--- config.mk ---
export PLATFORM = sky130hd
export DESIGN_NAME = heartbeat_sseg_scan_flat
export DESIGN_NICKNAME = d
export VERILOG_FILES = /design/src/rtl/heartbeat_sseg_scan_if.sv /design/src/rtl/heartbeat_sseg_scan.sv /design/src/flat_wrapper.sv
export SDC_FILE = /design/constraint.sdc
export NUM_CORES = 1
export LEC_CHECK = 0
export CAP_MARGIN = 20
export CORE_MARGIN = 2
export CORE_UTILIZATION = 23
export DETAILED_ROUTE_END_ITERATION = 12
export DONT_BUFFER_PORTS = 1
export PLACE_DENSITY = 0.33
export SLEW_MARGIN = 20
export SYNTH_ARGS = -nofsm -noshare
export SYNTH_HDL_FRONTEND = slang
export SYNTH_SLANG_ARGS = --single-unit
--- constraint.sdc ---
create_clock -name clk -period 1.85 [get_ports clk]
set_input_delay 0.4625 -clock clk [delete_from_list [all_inputs] [get_ports clk]]
set_output_delay 0.4625 -clock clk [all_outputs]
set_load 0.01 [all_outputs]
--- src/rtl/heartbeat_sseg_scan_if.sv ---
// Display-side bundle for the heartbeat scanner: digit codes and scan enable in,
// multiplexed anode/segment drive and debug slot out.
interface heartbeat_sseg_scan_if;
    logic       en;
    logic [1:0] digit0;
    logic [1:0] digit1;
    logic [1:0] digit2;
    logic [1:0] digit3;
    logic [3:0] an;
    logic [6:0] seg;
    logic       dp;
    logic [1:0] slot;

    modport master (output en, digit0, digit1, digit2, digit3,
                    input  an, seg, dp, slot);
    modport slave  (input  en, digit0, digit1, digit2, digit3,
                    output an, seg, dp, slot);
endinterface

--- src/rtl/heartbeat_sseg_scan.sv ---
// Four-digit multiplexed seven-segment scanner for heartbeat bar codes, with
// per-frame snapshot of the digit codes and blanking at the start of each slot.
module heartbeat_sseg_scan #(
    parameter int REFRESH_DIV  = 100000,
    parameter int BLANK_CYCLES = 1000,
    parameter bit ACTIVE_LOW   = 1'b1
) (
    input  logic                  clk,
    input  logic                  reset_n,
    heartbeat_sseg_scan_if.slave  bus
);
    localparam int             PW     = (REFRESH_DIV > 1) ? $clog2(REFRESH_DIV) : 1;
    localparam logic [PW-1:0]  PMAX   = PW'(REFRESH_DIV - 1);
    localparam logic [PW-1:0]  PBLANK = PW'(BLANK_CYCLES);

    logic [PW-1:0]   pcnt_q, pcnt_d;
    logic [1:0]      slot_q, slot_d;
    logic [3:0][1:0] snap_q, snap_d;
    // an_q/seg_q hold active-high "lit" state; polarity is applied at the pins
    logic [3:0]      an_q, an_d;
    logic [6:0]      seg_q, seg_d;
    logic            wrap, blank;
    logic [6:0]      lit_seg;

    always_comb begin
        wrap   = (pcnt_q == PMAX);
        pcnt_d = pcnt_q;
        slot_d = slot_q;
        snap_d = snap_q;
        if (bus.en) begin
            pcnt_d = wrap ? '0 : pcnt_q + PW'(1);
            if (wrap) begin
                slot_d = slot_q + 2'd1;
                if (slot_q == 2'd3)
                    snap_d = {bus.digit3, bus.digit2, bus.digit1, bus.digit0};
            end
        end
    end

    always_comb begin
        unique case (snap_q[slot_q])
            2'b01:   lit_seg = 7'b0110000;  // e,f
            2'b10:   lit_seg = 7'b0000110;  // b,c
            2'b11:   lit_seg = 7'b0110110;  // b,c,e,f
            default: lit_seg = 7'b0000000;
        endcase
        blank = !bus.en || (pcnt_q < PBLANK);
        an_d  = blank ? 4'b0000 : (4'b0001 << slot_q);
        seg_d = blank ? 7'b0000000 : lit_seg;
    end

    always_ff @(posedge clk) begin
        if (!reset_n) begin
            pcnt_q <= '0;
            slot_q <= 2'd0;
            snap_q <= '0;
            an_q   <= 4'b0000;
            seg_q  <= 7'b0000000;
        end else begin
            pcnt_q <= pcnt_d;
            slot_q <= slot_d;
            snap_q <= snap_d;
            an_q   <= an_d;
            seg_q  <= seg_d;
        end
    end

    assign bus.an   = an_q  ^ {4{ACTIVE_LOW}};
    assign bus.seg  = seg_q ^ {7{ACTIVE_LOW}};
    assign bus.dp   = ACTIVE_LOW;
    assign bus.slot = slot_q;
endmodule
--- src/flat_wrapper.sv ---
// flat-port wrapper written by rule: the top's interface ports become plain ports
module heartbeat_sseg_scan_flat 
#(
    parameter int REFRESH_DIV  = 100000,
    parameter int BLANK_CYCLES = 1000,
    parameter bit ACTIVE_LOW   = 1'b1
)
  (clk, reset_n, bus_en, bus_digit0, bus_digit1, bus_digit2, bus_digit3, bus_an, bus_seg, bus_dp, bus_slot);
  heartbeat_sseg_scan_if bus_i ();
  input  logic clk;
  input  logic reset_n;
  input wire logic [$bits(bus_i.en)-1:0] bus_en;
  input wire logic [$bits(bus_i.digit0)-1:0] bus_digit0;
  input wire logic [$bits(bus_i.digit1)-1:0] bus_digit1;
  input wire logic [$bits(bus_i.digit2)-1:0] bus_digit2;
  input wire logic [$bits(bus_i.digit3)-1:0] bus_digit3;
  output wire logic [$bits(bus_i.an)-1:0] bus_an;
  output wire logic [$bits(bus_i.seg)-1:0] bus_seg;
  output wire logic [$bits(bus_i.dp)-1:0] bus_dp;
  output wire logic [$bits(bus_i.slot)-1:0] bus_slot;
  assign bus_i.en = bus_en;
  assign bus_i.digit0 = bus_digit0;
  assign bus_i.digit1 = bus_digit1;
  assign bus_i.digit2 = bus_digit2;
  assign bus_i.digit3 = bus_digit3;
  assign bus_an = bus_i.an;
  assign bus_seg = bus_i.seg;
  assign bus_dp = bus_i.dp;
  assign bus_slot = bus_i.slot;
  heartbeat_sseg_scan #(.REFRESH_DIV(REFRESH_DIV), .BLANK_CYCLES(BLANK_CYCLES), .ACTIVE_LOW(ACTIVE_LOW)) u_core (.clk(clk), .reset_n(reset_n), .bus(bus_i));
endmodule
==> results of run 1 <==
## cell type report
| type | instances | area share |
|---|---|---|
| tap | 80 | 0.0551 |
| inverter | 10 | 0.0207 |
| sequential | 33 | 0.365 |
| clock buffer | 6 | 0.0400 |
| multi-input combinational | 124 | 0.441 |
| clock inverter | 2 | 0.00551 |
| timing repair buffer | 16 | 0.0731 |
## how the worst max path moves through the flow
stage               slack [ns]                             end  cells past startpoint                             from
floorplan                 0.09   u_core.snap_q[0]$_SDFFE_PN0P_                      7  u_core.bus.slot[0]$_SDFFE_PN0P_
global placement          0.18  u_core.pcnt_q[16]$_SDFFE_PN0P_                      5    u_core.pcnt_q[0]$_SDFFE_PN0P_
detailed placement        0.16  u_core.pcnt_q[16]$_SDFFE_PN0P_                      5    u_core.pcnt_q[0]$_SDFFE_PN0P_
CTS                       0.13  u_core.pcnt_q[16]$_SDFFE_PN0P_                      5    u_core.pcnt_q[0]$_SDFFE_PN0P_
global route              0.02  u_core.pcnt_q[16]$_SDFFE_PN0P_                      5    u_core.pcnt_q[1]$_SDFFE_PN0P_
finish                    0.15  u_core.pcnt_q[16]$_SDFFE_PN0P_                      5    u_core.pcnt_q[1]$_SDFFE_PN0P_
## power breakdown
part	switching, W	internal [W]	leakage, nW
clock network	0.000256	0.000260	0.0450
registers	0.00000537	0.000715	0.266
logic	0.0000143	0.0000121	0.270
total	0.000276	0.000988	0.582
## cells in the mapped netlist (2+ instances only)
master / count / share of area
nand2_1: 6 / 0.014
o21ai_0: 13 / 0.041
or4_1: 2 / 0.0095
nand4_2: 2 / 0.016
nand3_1: 6 / 0.019
xnor2_1: 12 / 0.067
buf_4: 7 / 0.033
a21oi_1: 2 / 0.0063
ha_1: 2 / 0.016
nor2_1: 16 / 0.038
nor4_1: 6 / 0.024
and2_1: 3 / 0.012
buf_2: 4 / 0.013
clkbuf_1: 3 / 0.0071
xor2_1: 2 / 0.011
nor2b_1: 2 / 0.0079
or3_1: 3 / 0.012
nor3_1: 8 / 0.025
inv_1: 10 / 0.024
nand4_1: 14 / 0.055
a21boi_1: 4 / 0.019
mux4_2: 2 / 0.029
a21boi_0: 6 / 0.029
dfxtp_1: 33 / 0.42
## stage by stage
stage	setup WS (ns)	std cells	instance area, um^2
after CTS	0.129	271	1810
after global routing	0.0173	271	1820
final	0.151	271	1820
after global placement	0.176	263	1730
after detailed placement	0.155	263	1730
after floorplan	0.0927	183	1590
## per-layer routing
| metal | share of wire | vias to the layer above |
|---|---|---|
| li1 | - | 641 |
| met1 | 0.47 | 619 |
| met2 | 0.47 | 23 |
| met3 | 0.048 | 5 |
| met4 | 0.0069 | 0 |
| met5 | 0 | - |
## worst max-delay path: stages (launching register included)
cell,delay (ns)
dfxtp_1,0.37
ha_1,0.21
nand3_2,0.09
or4_1,0.51
or3_1,0.31
a21oi_1,0.14
## state kept, by name, indices dropped and copies added, names as in the netlist
signal,cells
u_core.seg_q,2
u_core.snap_q,8
u_core.an_q,4
u_core.bus.slot,2
u_core.pcnt_q,17
## logic make-up after synthesis
logic type	count (synthesis)	share of synthesized area
and+or+nand+nor	74	0.264
DFF	33	0.418
other	1	0.00237
muxes	3	0.0348
xor gates and xnor gates	14	0.0776
adders and majority gates	2	0.0158
AOI/OAI and AO/OA	27	0.105
buffers and inverters	26	0.0823
## repair_timing
item	CTS	global route
gates resized for setup	0	1
hold buffers	0	0
endpoints found under the hold margin	0	0
endpoints found under the setup margin	0	1
==> summary.md, run 1 <==
| Metric | Value |
|---|---|
| Seq/Total Area, Yosys | `0.418` |
| Initial Util | `0.235` |
| Die height | `86.9 um` |
| Final setup TNS | `0 ns` |
| Clock sinks | `33` |
| Layout area overhead | `14.9%` |
| Peak fanout along the critical path | `3` |
| Mean Syn Cell Area | `8.78 um^2` |
| Final setup violation count | `0` |
| Row cnt | `30` |
| Number of buffers created by CTS | `5` |
| Hold Path Sink | `u_core.pcnt_q[2]$_SDFFE_PN0P_` |
| CP Capture Type | `register` |
| Initial antenna violation count | `0` |
| Busiest layer in global routing | `met2` |
| Async S/R FF share, synth | `0` |
| CTS HTree Levels | `2` |
| Final Wtd Congestion | `roughly 0.76` |
| Post-Syn Area | `0.00158 mm^2` |
| CTS tree | `done` |
| Vias in the first global route | `1351` |
| Clk root buf | `clkbuf_8` |
| Hpwl dp | `2.73 mm` |
| FF-to-FF setup slack | `roughly 0.15 ns` |
| Iter 0 DRT Violations | `54` |
| Final net count | `between 200 and 250` |
| Seq cells post-synth | `33` |
| I/O Buffers | `0` |
| Reg area | `between 600 and 700 um^2` |
| Pwr Total | `roughly 0.0013 W` |
| Hold_sp | `reset_n` |
| First-pass GRT wire length | `6.49 mm` |
| Clock transition at path regs | `0.07 ns` |
| Layout Utilization | `0.270` |
| Vias post-DR | `1288` |
| Share of cells above drive strength 1 | `0.178` |
| Die outline width | `86.9 um` |
| Hold Vio Cnt, Final | `0` |
| N_diodes | `0` |
| Maximum buffer depth of the clock tree | `2` |
| Status | `completed` |
| Primary FF master, synth | `dfxtp_1` |
| RR Endpoint | `u_core.pcnt_q[16]$_SDFFE_PN0P_` |
| Final hold slack | `0.303 ns` |
| Max Freq | `588 MHz` |
| Final period util | `0.919` |
| Met3 Resource Use GR | `0.0322` |
| Setup crit start kind | `register` |
| RSZ-0062 raised after global routing | `no` |
| Routed Antenna Nets | `0` |
| Commonest non-fill, non-tap cell in the layout | `dfxtp_1` |
| Remaining DRCs | `0` |
| Max Cap Viol | `0` |
| GRT Residual Overflow | `0` |
| DRT Pass-1 Iters | `4` |
| Routed Wire Length | `3.79 mm` |
| Core area | `about 0.0067 mm^2` |
| Ports | `25` |
| Crit path DAT | `1.91 ns` |
| Number of synthesized flops with an enable pin | `0` |
| Largest net degree at the start of global routing | `17` |
| Min-Delay Path Class | `in2reg` |
| Synth unique cells | `36` |
| M2 GR Usage | `0.178` |
| Drt wl/cell | `14.0 um` |
| Via/cell ratio | `about 4.8` |
| Postcts setup bufs | `0` |
| Syn Inst Count | `180` |
| Synth Warn # | `0` |
| Critical R2R Launch | `u_core.pcnt_q[1]$_SDFFE_PN0P_` |
| Maximum VDD drop | `~0.24 mV` |
| Commonest non-fill, non-tap cells in the layout | `32 x dfxtp_1, 16 x nor2_1, 15 x buf_4` |
| Final slew viol count | `0` |
| Fillcell total | `729` |
| Area occupied by multi-input gates | `801 um^2` |
| Clock Skew | `0.00493 ns` |
| Worst r2r path cells | `5` |
| Crit path time final | `1.70 ns` |
| Leakage power | `0.582 nW` |
| Skew-Pair Late Insertion Delay | `0.28 ns` |
| Met1 global-route usage | `0.141` |
| Hold path depth | `1` |
| Cell Pwr Density | `696 mW/mm^2` |
| Data required, critical path | `roughly 2 ns` |
| Gr usage total | `0.111` |
| Crit Path Class | `reg2reg` |
| DIE AREA | `0.00755 mm^2` |
Power figures use the tool's default switching activity.
==> run 2: changes to the inputs <==
--- a/config.mk
+++ b/config.mk
@@ -6,11 +6,14 @@
 export NUM_CORES = 1
 export LEC_CHECK = 0
 export CAP_MARGIN = 20
+export CELL_PAD_IN_SITES_DETAIL_PLACEMENT = 1
+export CELL_PAD_IN_SITES_GLOBAL_PLACEMENT = 1
 export CORE_MARGIN = 2
 export CORE_UTILIZATION = 23
 export DETAILED_ROUTE_END_ITERATION = 12
 export DONT_BUFFER_PORTS = 1
-export PLACE_DENSITY = 0.33
+export PLACE_DENSITY = 0.43
+export SKIP_CTS_REPAIR_TIMING = 1
 export SLEW_MARGIN = 20
 export SYNTH_ARGS = -nofsm -noshare
 export SYNTH_HDL_FRONTEND = slang
==> constraint.sdc (replaced) <==
create_clock -name clk -period 1.5 [get_ports clk]
set_input_delay 0.375 -clock clk [delete_from_list [all_inputs] [get_ports clk]]
set_output_delay 0.375 -clock clk [all_outputs]
set_load 0.01 [all_outputs]
==> run 2 against run 1 <==
Against the previous run: the flow now finishes with violations (negative setup slack); largest cell class unchanged; combinational power rose to 3.1 times the previous value; die area unchanged; wire length up 24%; first-iteration DRC count down 33%; sequential power up 23%; register-to-register slack worse by 0.27 ns; clock skew down 0.0013 ns; via count up 10%; utilization up 7.9 points; hold slack worse by 0.094 ns; sequential share of layout area down 7.2 points; maximum frequency up 4.7%.
==> summary.md, run 2 (synthesized netlist as in run 1, its figures left out) <==
| Metric | Value |
|---|---|
| Max Cap Viol | `0 (unchanged)` |
| DIE AREA | `0.00755 mm^2 (unchanged)` |
| Iter 0 DRT Violations | `36 (-33%)` |
| Routed Antenna Nets | `0 (unchanged)` |
| Via/cell ratio | `4.78 (+0.67%)` |
| Remaining DRCs | `0 (unchanged)` |
| Row cnt | `30 (unchanged)` |
| CTS HTree Levels | `2 (unchanged)` |
| Commonest non-fill, non-tap cells in the layout | `31 x buf_4, 22 x dfxtp_1, 14 x nand4_1` |
| Most flops, register | `u_core.pcnt_q` |
| Commonest non-fill, non-tap cell in the layout | `buf_4` |
| Ports | `25 (unchanged)` |
| Max reg flops | `17 (unchanged)` |
| Biggest regs | `u_core.pcnt_q: 17 flops, u_core.snap_q: 8 flops, u_core.an_q: 4 flops` |
| DRT Pass-1 Iters | `4 (unchanged)` |
| Reg area | `687 um^2 (+3.8%)` |
| Min-Delay Path Class | `in2reg` |
| Cell Pwr Density | `815 mW/mm^2 (+17%)` |
| Fillcell total | `751 (+3.0%)` |
| Peak fanout along the critical path | `8 (+5)` |
| Maximum VDD drop | `0.357 mV (+49%)` |
| Area occupied by multi-input gates | `0.00100 mm^2 (+25%)` |
| Drt wl/cell | `15.9 um (+13%)` |
| CTS tree | `done` |
| Placed inst area | `0.00191 mm^2 (+10%)` |
| Max Freq | `616 MHz (+4.7%)` |
| Sw Pwr | `0.000400 W (+45%)` |
| Final period util | `1.08 (+0.164)` |
| CP Capture Type | `register` |
| Vias in the first global route | `1509 (+12%)` |
| Routed Wire Length | `4.71 mm (+24%)` |
| Number of buffers created by CTS | `5 (unchanged)` |
| Combinational group share of total power | `0.042 (+0.021)` |
| Initial Util | `0.235 (unchanged)` |
| I/O Buffers | `0 (unchanged)` |
| Leakage power | `0.789 nW (+36%)` |
| Final net count | `229 (+13%)` |
| Status | `complete, but fails checks` |
| Final slew viol count | `0 (unchanged)` |
| Core area | `0.00672 mm^2 (unchanged)` |
| Die outline width | `86.9 um (unchanged)` |
| Layout area overhead | `48.5%` |
| Clk root buf | `clkbuf_8` |
| Clock sinks | `33 (unchanged)` |
| Final Wtd Congestion | `0.805 (+5.8%)` |
| Vias post-DR | `1421 (+10%)` |
| Final setup TNS | `-1.80 ns (-1.80 ns)` |
| Hpwl dp | `3.25 mm (+19%)` |
| Data required, critical path | `1.68 ns (-0.38 ns)` |
| Initial antenna violation count | `0 (unchanged)` |
| Final setup violation count | `16 (+16)` |
| Clk network pwr share | `0.495 (+0.086)` |
| Post-route cell area | `0.00235 mm^2 (+29%)` |
| Crit Path Class | `reg2reg` |
| Crit path time final | `1.62 ns (-0.0755 ns)` |
| Crit path DAT | `1.81 ns (-0.10 ns)` |
| RSZ-0062 raised after global routing | `yes` |
| Sequential power share | `0.463 (-0.108)` |
| Die height | `86.9 um (unchanged)` |
| Share of cells above drive strength 1 | `0.479 (+0.301)` |
| Net Sw Frac | `0.209 (-0.00903)` |
| P_int | `0.00151 W (+53%)` |
| Hold Vio Cnt, Final | `0 (unchanged)` |
| GRT Residual Overflow | `0 (unchanged)` |
| First-pass GRT wire length | `7.25 mm (+12%)` |
| Failing checks | `negative setup slack` |
| Setup slack after layout | `-0.124 ns (-0.274 ns)` |
| Clock transition at path regs | `0.07 ns (about the same)` |
| Setup crit start kind | `register` |
| N_diodes | `0 (unchanged)` |
| Gr usage total | `0.125 (+0.0142)` |
| Maximum buffer depth of the clock tree | `2 (unchanged)` |
| Skew-Pair Late Insertion Delay | `0.29 ns (about the same)` |
| Clock Skew | `0.00361 ns (-0.00131 ns)` |
| Largest net degree at the start of global routing | `17 (unchanged)` |
[run 2: cell count changes in the layout (fill, tap and decap cells not counted), sizes merged]
cell / delta
buf: +25
bufinv: +1
clkbuf: +1
clkinv: -1
[run 2: final timing paths]
path                                        from                             end  slack (ns)  depth (start not counted)
setup / recovery  u_core.pcnt_q[14]$_SDFFE_PN0P_  u_core.pcnt_q[10]$_SDFFE_PN0P_       -0.12                          7
hold / removal                           reset_n   u_core.pcnt_q[2]$_SDFFE_PN0P_        0.21                          1
setup reg to reg  u_core.pcnt_q[14]$_SDFFE_PN0P_  u_core.pcnt_q[10]$_SDFFE_PN0P_       -0.12                          7
hold reg to reg    u_core.snap_q[2]$_SDFFE_PN0P_   u_core.snap_q[2]$_SDFFE_PN0P_        0.46                          2
[run 2: power by group through the flow]
stage | logic, W | registers [W] | clock network, W
detailed placement | 0.0000568 | 0.000907 | 0
global placement | 0.0000532 | 0.000906 | 0
global route | 0.0000868 | 0.000885 | 0.00102
floorplan | 0.0000460 | 0.000908 | 0
CTS | 0.0000577 | 0.000886 | 0.000985
finish | 0.0000806 | 0.000884 | 0.000947
[run 2: metal layers]
metal  global-route usage  vias up  wire (um)
li1                     -      696          -
met1                0.143      700       1970
met2                0.219       20       2540
met3               0.0294        5        149
met4               0.0611        0         59
met5                    0        -          0
[run 2: layout make-up]
class                      count  share of cell area
clock buffer                   6              0.0400
clock inverter                 2              0.0149
inverter                      10              0.0160
multi-input combinational    124               0.428
sequential                    33               0.293
tap                           80              0.0427
timing repair buffer          42               0.165
[run 2: stage by stage]
step,setup slack [ns],power [W],instances,hold slack (ns),util
final,-0.124,0.00191,297,0.210,0.349
after detailed placement,-0.103,0.000963,279,0.477,0.284
after floorplan,-0.0882,0.000954,183,0.445,-
after CTS,-0.121,0.00193,287,0.201,0.303
after global routing,-0.197,0.00199,297,0.198,0.349
after global placement,-0.0682,0.000959,279,0.461,0.284
[run 2: critical path: stages (launching register included)]
cell and delay, ns:
dfxtp_4 0.35, nor4_4 0.28, buf_4 0.17, nand4_1 0.11, buf_6 0.15, o21ai_4 0.20, buf_12 0.19, nor2_1 0.06
==> variant 1, RTL diff (settings of run 2) <==
`REFRESH_DIV` is set to 100000 in 2 places; all go to 200000.
--- a/src/rtl/heartbeat_sseg_scan.sv
+++ b/src/rtl/heartbeat_sseg_scan.sv
@@ -2,5 +2,5 @@
 // per-frame snapshot of the digit codes and blanking at the start of each slot.
 module heartbeat_sseg_scan #(
-    parameter int REFRESH_DIV  = 100000,
+    parameter int REFRESH_DIV  = 200000,
     parameter int BLANK_CYCLES = 1000,
     parameter bit ACTIVE_LOW   = 1'b1
--- a/src/flat_wrapper.sv
+++ b/src/flat_wrapper.sv
@@ -2,5 +2,5 @@
 module heartbeat_sseg_scan_flat 
 #(
-    parameter int REFRESH_DIV  = 100000,
+    parameter int REFRESH_DIV  = 200000,
     parameter int BLANK_CYCLES = 1000,
     parameter bit ACTIVE_LOW   = 1'b1
Function: same outputs for any inputs over 10 cycles, from zero or initial values and one cycle with reset_n low; that may be too few to reach the edited logic, so the function may still have changed.
==> variant 1 against run 2 <==
- the run still ends with negative setup slack left
- critical path depth decreased by 2
- clock skew increased by 0.0060 ns
- sequential cell count increased by 1
- power increased by 5.5%
- worst hold slack improved by 0.0042 ns
- area after synthesis decreased by 0.40%
- design area decreased by 10%
- synthesized cell count decreased by 2.8%
- setup slack got worse by 0.21 ns
- routed wire length decreased by 8.1%
==> variant 1: results (changes against run 2) <==
[synth]
synthArstFlopShare_pct = 0  ; unchanged
ys_seq_area_share_pct = 43.2  ; +1.4 points
synthTopCellsByCount = 34 x dfxtp_1, 21 x nor2_1, 20 x nand2_1, 13 x xnor2_1, 11 x inv_1
synth.distinct_cells = 31  ; -14%
netlist_top_cells_area = dfxtp_1 43%, xnor2_1 7.2%, mux2i_1 6.4%

[worst_hold_path]
hold_start = bus_digit3[0]
hp-class = in2reg

[floorplanning]
num_rows = 30  ; unchanged

[clock_network]
clockBufferDepth = 2  ; unchanged
cts_made_buffers = 5  ; unchanged
clk_latency_ns = 0.29  ; about the same
htree_levels = 2  ; unchanged

[sta]
worst_slack_ns = -0.338  ; -0.214 ns
setup_violations = 34  ; +18
fin_skew_ns = 0.00963  ; +0.00602 ns
hold_ws_ns = 0.214  ; +0.00420 ns
setup-tns-final_ns = -8.83  ; -7.03 ns

[grt]
grt_pass1_vias = 1455  ; -3.6%
grt_usage_pct = 12.5  ; -0.027 points
grt_max_degree = 21  ; +4
grt_use_met3_pct = 3.71  ; +0.78 points
antenna_found_initial = 0  ; unchanged
met2_usage_pct = 22.3  ; +0.45 points
grt_pass1_wl_um = 7160  ; -1.3%
gr-usage-met1_pct = 14.1  ; -0.14 points

[route]
via_per_inst = 4.66  ; -2.6%
wl_met1_um = 1900  ; -3.1%
met3_length_um = 150  ; +0.67%
met2_length_um = 2240  ; -12%
avgRoutedWirePerCell_um = 14.8  ; -6.6%
drtIter0Drc = 38  ; +5.6%
firstDrtPassIters = 4  ; unchanged

[finish]
finalNetCount = 224  ; -2.2%
diodes = 0  ; unchanged
drive_above_1_share_pct = 27.8  ; -20 points
nFillCells = 767  ; +2.1%
top_regs = u_core.pcnt_q: 18 flops, u_core.snap_q: 8 flops, u_core.an_q: 4 flops

[worst_setup_path]
crit_path_start = u_core.pcnt_q[13]
crit_path_max_incr_delay_ns = 0.53  ; +0.18 ns
critPathArrivalTime_ns = 2.02  ; +0.21 ns
path_max_fanout = 17  ; +9
slowest_stage = or4_4

[placed_design]
gp_congestion = 0.742  ; -7.8%
hpwl_um = 3280  ; +1.2%
io_buffers = 0  ; unchanged

[power_and_ir_drop]
leakagePower_nw = 0.785  ; -0.52%
peakVddDrop_mv = 0.507  ; +42%

[status]
violations = negative setup slack
outcome = finished with violations

[variant 1: cell types whose count changed after synthesis, moves of 3 or more]
cell	change
buf_2	-3
mux2i_1	+9
a21boi_0	-6
nand2_1	+14
nor2_1	+5
o21ai_0	-11
a21boi_1	-4
nand4_1	-5
and2_1	-3
[variant 1: final timing paths]
check	endpoint	cells past startpoint
hold / removal	u_core.snap_q[6]	2
setup reg to reg	u_core.pcnt_q[14]	5
hold reg to reg	u_core.snap_q[6]	2
setup / recovery	u_core.pcnt_q[14]	5
[variant 1: power by group]
part	internal, mW	leakage, nW	switching [mW]
sequential	0.907	0.276	0.00348
clock	0.667	0.0683	0.376
combinational	0.0274	0.441	0.0352
total	1.60	0.785	0.415
[variant 1: cell type report]
cell class	instances	share of cell area [%]
Clock inverter	3	3.27
Tap cell	80	4.76
Inverter	11	1.96
Clock buffer	5	3.27
Timing Repair Buffer	36	14.2
Multi-Input combinational cell	123	40.0
Sequential cell	34	32.5
[variant 1: logic make-up (layout without fill, tap and decap cells)]
group / Yosys count / in the layout / share of synthesized area (%)
compound gates: 7 / 7 / 3.42
xor+xnor: 16 / 16 / 8.90
fa+ha+maj: 2 / 2 / 1.59
buf+inv: 21 / 55 / 6.99
flops: 34 / 34 / 43.2
mux: 12 / 12 / 9.22
other cells: 1 / 4 / 0.238
simple gates: 82 / 82 / 26.4
[variant 1: stage by stage]
stage	instances	utilization (%)	cell area (µm²)
floorplan	178	-	1590
global placement	283	28.4	1910
detailed placement	283	28.4	1910
CTS	291	30.5	2050
global route	292	31.3	2100
finish	292	31.3	2100
[variant 1: worst max-delay path, delay by kind of cell, from the launching register on]
kind | cells | cell delay (ns)
compound gates | 1 | 0.19
simple gates | 3 | 1.04
buf+inv | 1 | 0.17
flops | 1 | 0.33
==> variant 2, RTL diff (flow settings as in run 2) <==
Made on the original files. Compare `pcnt_q` against `PMAX` with >= in place of ==.
--- a/src/rtl/heartbeat_sseg_scan.sv
+++ b/src/rtl/heartbeat_sseg_scan.sv
@@ -24,5 +24,5 @@
 
     always_comb begin
-        wrap   = (pcnt_q == PMAX);
+        wrap   = (pcnt_q >= PMAX);
         pcnt_d = pcnt_q;
         slot_d = slot_q;
Check against the original RTL: same outputs for any inputs over 10 cycles, from zero or initial values and one cycle with reset_n low; that may be too few to reach the edited logic, so the function may still have changed.
==> variant 2 against run 2 <==
- the run still ends with negative setup slack left
- critical path depth did not move
- global-route usage fell by 0.12 points
- area after synthesis rose by 12%
- combinational power fell by 20%
- clock skew rose by 0.0060 ns
- setup slack got worse by 0.14 ns
- worst hold slack got worse by 0.0049 ns
- power fell by 15%
- design area rose by 4.2%
- die area rose by 11%
- sequential cell count did not move
- core utilization fell by 1.8 points
- routed wire length rose by 9.7%
- synthesized cell count rose by 12%
==> variant 2: results (changes against run 2) <==
[sta]
hold_violations = 0  ; unchanged
setup_violations = 27  ; +11
fin_skew_ns = 0.00957  ; +0.00595 ns
hold_ws_ns = 0.205  ; -0.00490 ns
worst_slack_ns = -0.267  ; -0.143 ns

[route]
drtIter0Drc = 24  ; -33%
firstDrtPassIters = 3  ; -1
via_per_inst = 4.60  ; -3.8%
avgRoutedWirePerCell_um = 15.2  ; -4.4%

[grt]
grt_usage_pct = 12.4  ; -0.12 points
grt_max_degree = 35  ; +18
grt_pass1_vias = 1649  ; +9.3%
grt_pass1_wl_um = 8140  ; +12%
antenna_found_initial = 0  ; unchanged

[status]
outcome = finished with violations
violations = negative setup slack

[finish]
top_regs = u_core.pcnt_q: 17 flops, u_core.snap_q: 8 flops, u_core.an_q: 4 flops
nFillCells = 884  ; +18%
drive_above_1_share_pct = 45.9  ; -2.1 points
finalNetCount = 254  ; +11%
final_cells = 341  ; +15%
diodes = 0  ; unchanged

[power_and_ir_drop]
leakagePower_nw = 0.890  ; +13%
peakVddDrop_mv = 0.321  ; -10%

[clock_network]
clk_latency_ns = 0.29  ; about the same
clockBufferDepth = 2  ; unchanged
htree_levels = 2  ; unchanged
clk_pin_slew_ns = 0.07  ; about the same

[synth]
avgSynthCellArea_um2 = 8.80  ; +0.26%
yosys_warnings = 0  ; unchanged
synth_top_flop_cell = dfxtp_1
synthArstFlopShare_pct = 0  ; unchanged
synth.distinct_cells = 44  ; +22%
netlist_top_cells_area = dfxtp_1 37%, nand2_1 4.9%, mux2i_1 4.5%
ys_seq_area_share_pct = 37.3  ; -4.5 points
synthTopCellsByCount = 33 x dfxtp_1, 23 x nand2_1, 15 x nor2_1, 12 x inv_1, 12 x nand3_1

[worst_setup_path]
end_kind = flip-flop
reg2reg_to = u_core.snap_q[4]
r2r-start = u_core.pcnt_q[0]
crit_path_start = u_core.pcnt_q[0]

[placed_design]
dp.cells = 328  ; +18%
io_buffers = 0  ; unchanged
hpwl_um = 3800  ; +17%
post-place-ws_ns = -0.415  ; -0.312 ns
gp_congestion = 0.802  ; -0.36%

[worst_hold_path]
hold_start = reset_n
whs_endpoint = u_core.pcnt_q[11]

-- variant 2: changes by cell type after synthesis, sizes merged, moves of 6 or more --
cell,change
a21boi,-6
nand2,+16
mux2i,+7
o21ai,-8
xnor2,-7
nand3,+6
nand4,-11
-- variant 2: layer usage --
layer | GRT usage [%] | wire, µm | part of all wire, % | vias to the layer above
met2 | 20.3 | 2520 | 49 | 14
met1 | 15.8 | 2450 | 47 | 777
met4 | 4.98 | 53 | 1.0 | 0
met5 | 0 | 0 | 0 | -
li1 | - | - | - | 774
met3 | 2.88 | 142 | 2.7 | 5
-- variant 2: critical path: stages, from the launching register on --
cell and delay (ns):
dfxtp_4 0.37, ha_4 0.15, nand4_1 0.13, nor4b_2 0.33, a211o_4 0.19, and3_4 0.20, buf_12 0.13, mux2i_1 0.20
-- variant 2: power by group --
part / internal [mW] / switching [mW]
clock: 0.320 / 0.352
sequential: 0.875 / 0.00522
combinational: 0.0288 / 0.0353
total: 1.22 / 0.392
-- variant 2: metrics by stage --
stage	area, µm²	TNS [ns]
floorplan	1810	-2.37
global placement	2120	-8.28
detailed placement	2120	-7.96
CTS	2200	-8.40
global route	2440	-7.24
finish	2440	-5.08
-- variant 2: cell type report --
cell class	instances	area, µm²	area share (%)
multi-input cells	142	1120	45.7
flip-flops and latches	33	684	28.0
repair buffers	47	388	15.9
well taps	99	124	5.07
clock buffers	5	68.8	2.82
inverters	12	45.0	1.84
clock inverters	3	17.5	0.717
-- variant 2: cells by family after synthesis --
logic type	synth area share, %
AO/OA/AOI/OAI	10.0
XOR/XNOR	3.47
adder cells (fa/ha/maj)	1.41
buffers and inverters	10.9
flip-flops	37.3
multiplexers	7.07
other	0.212
AND/OR/NAND/NOR	29.6
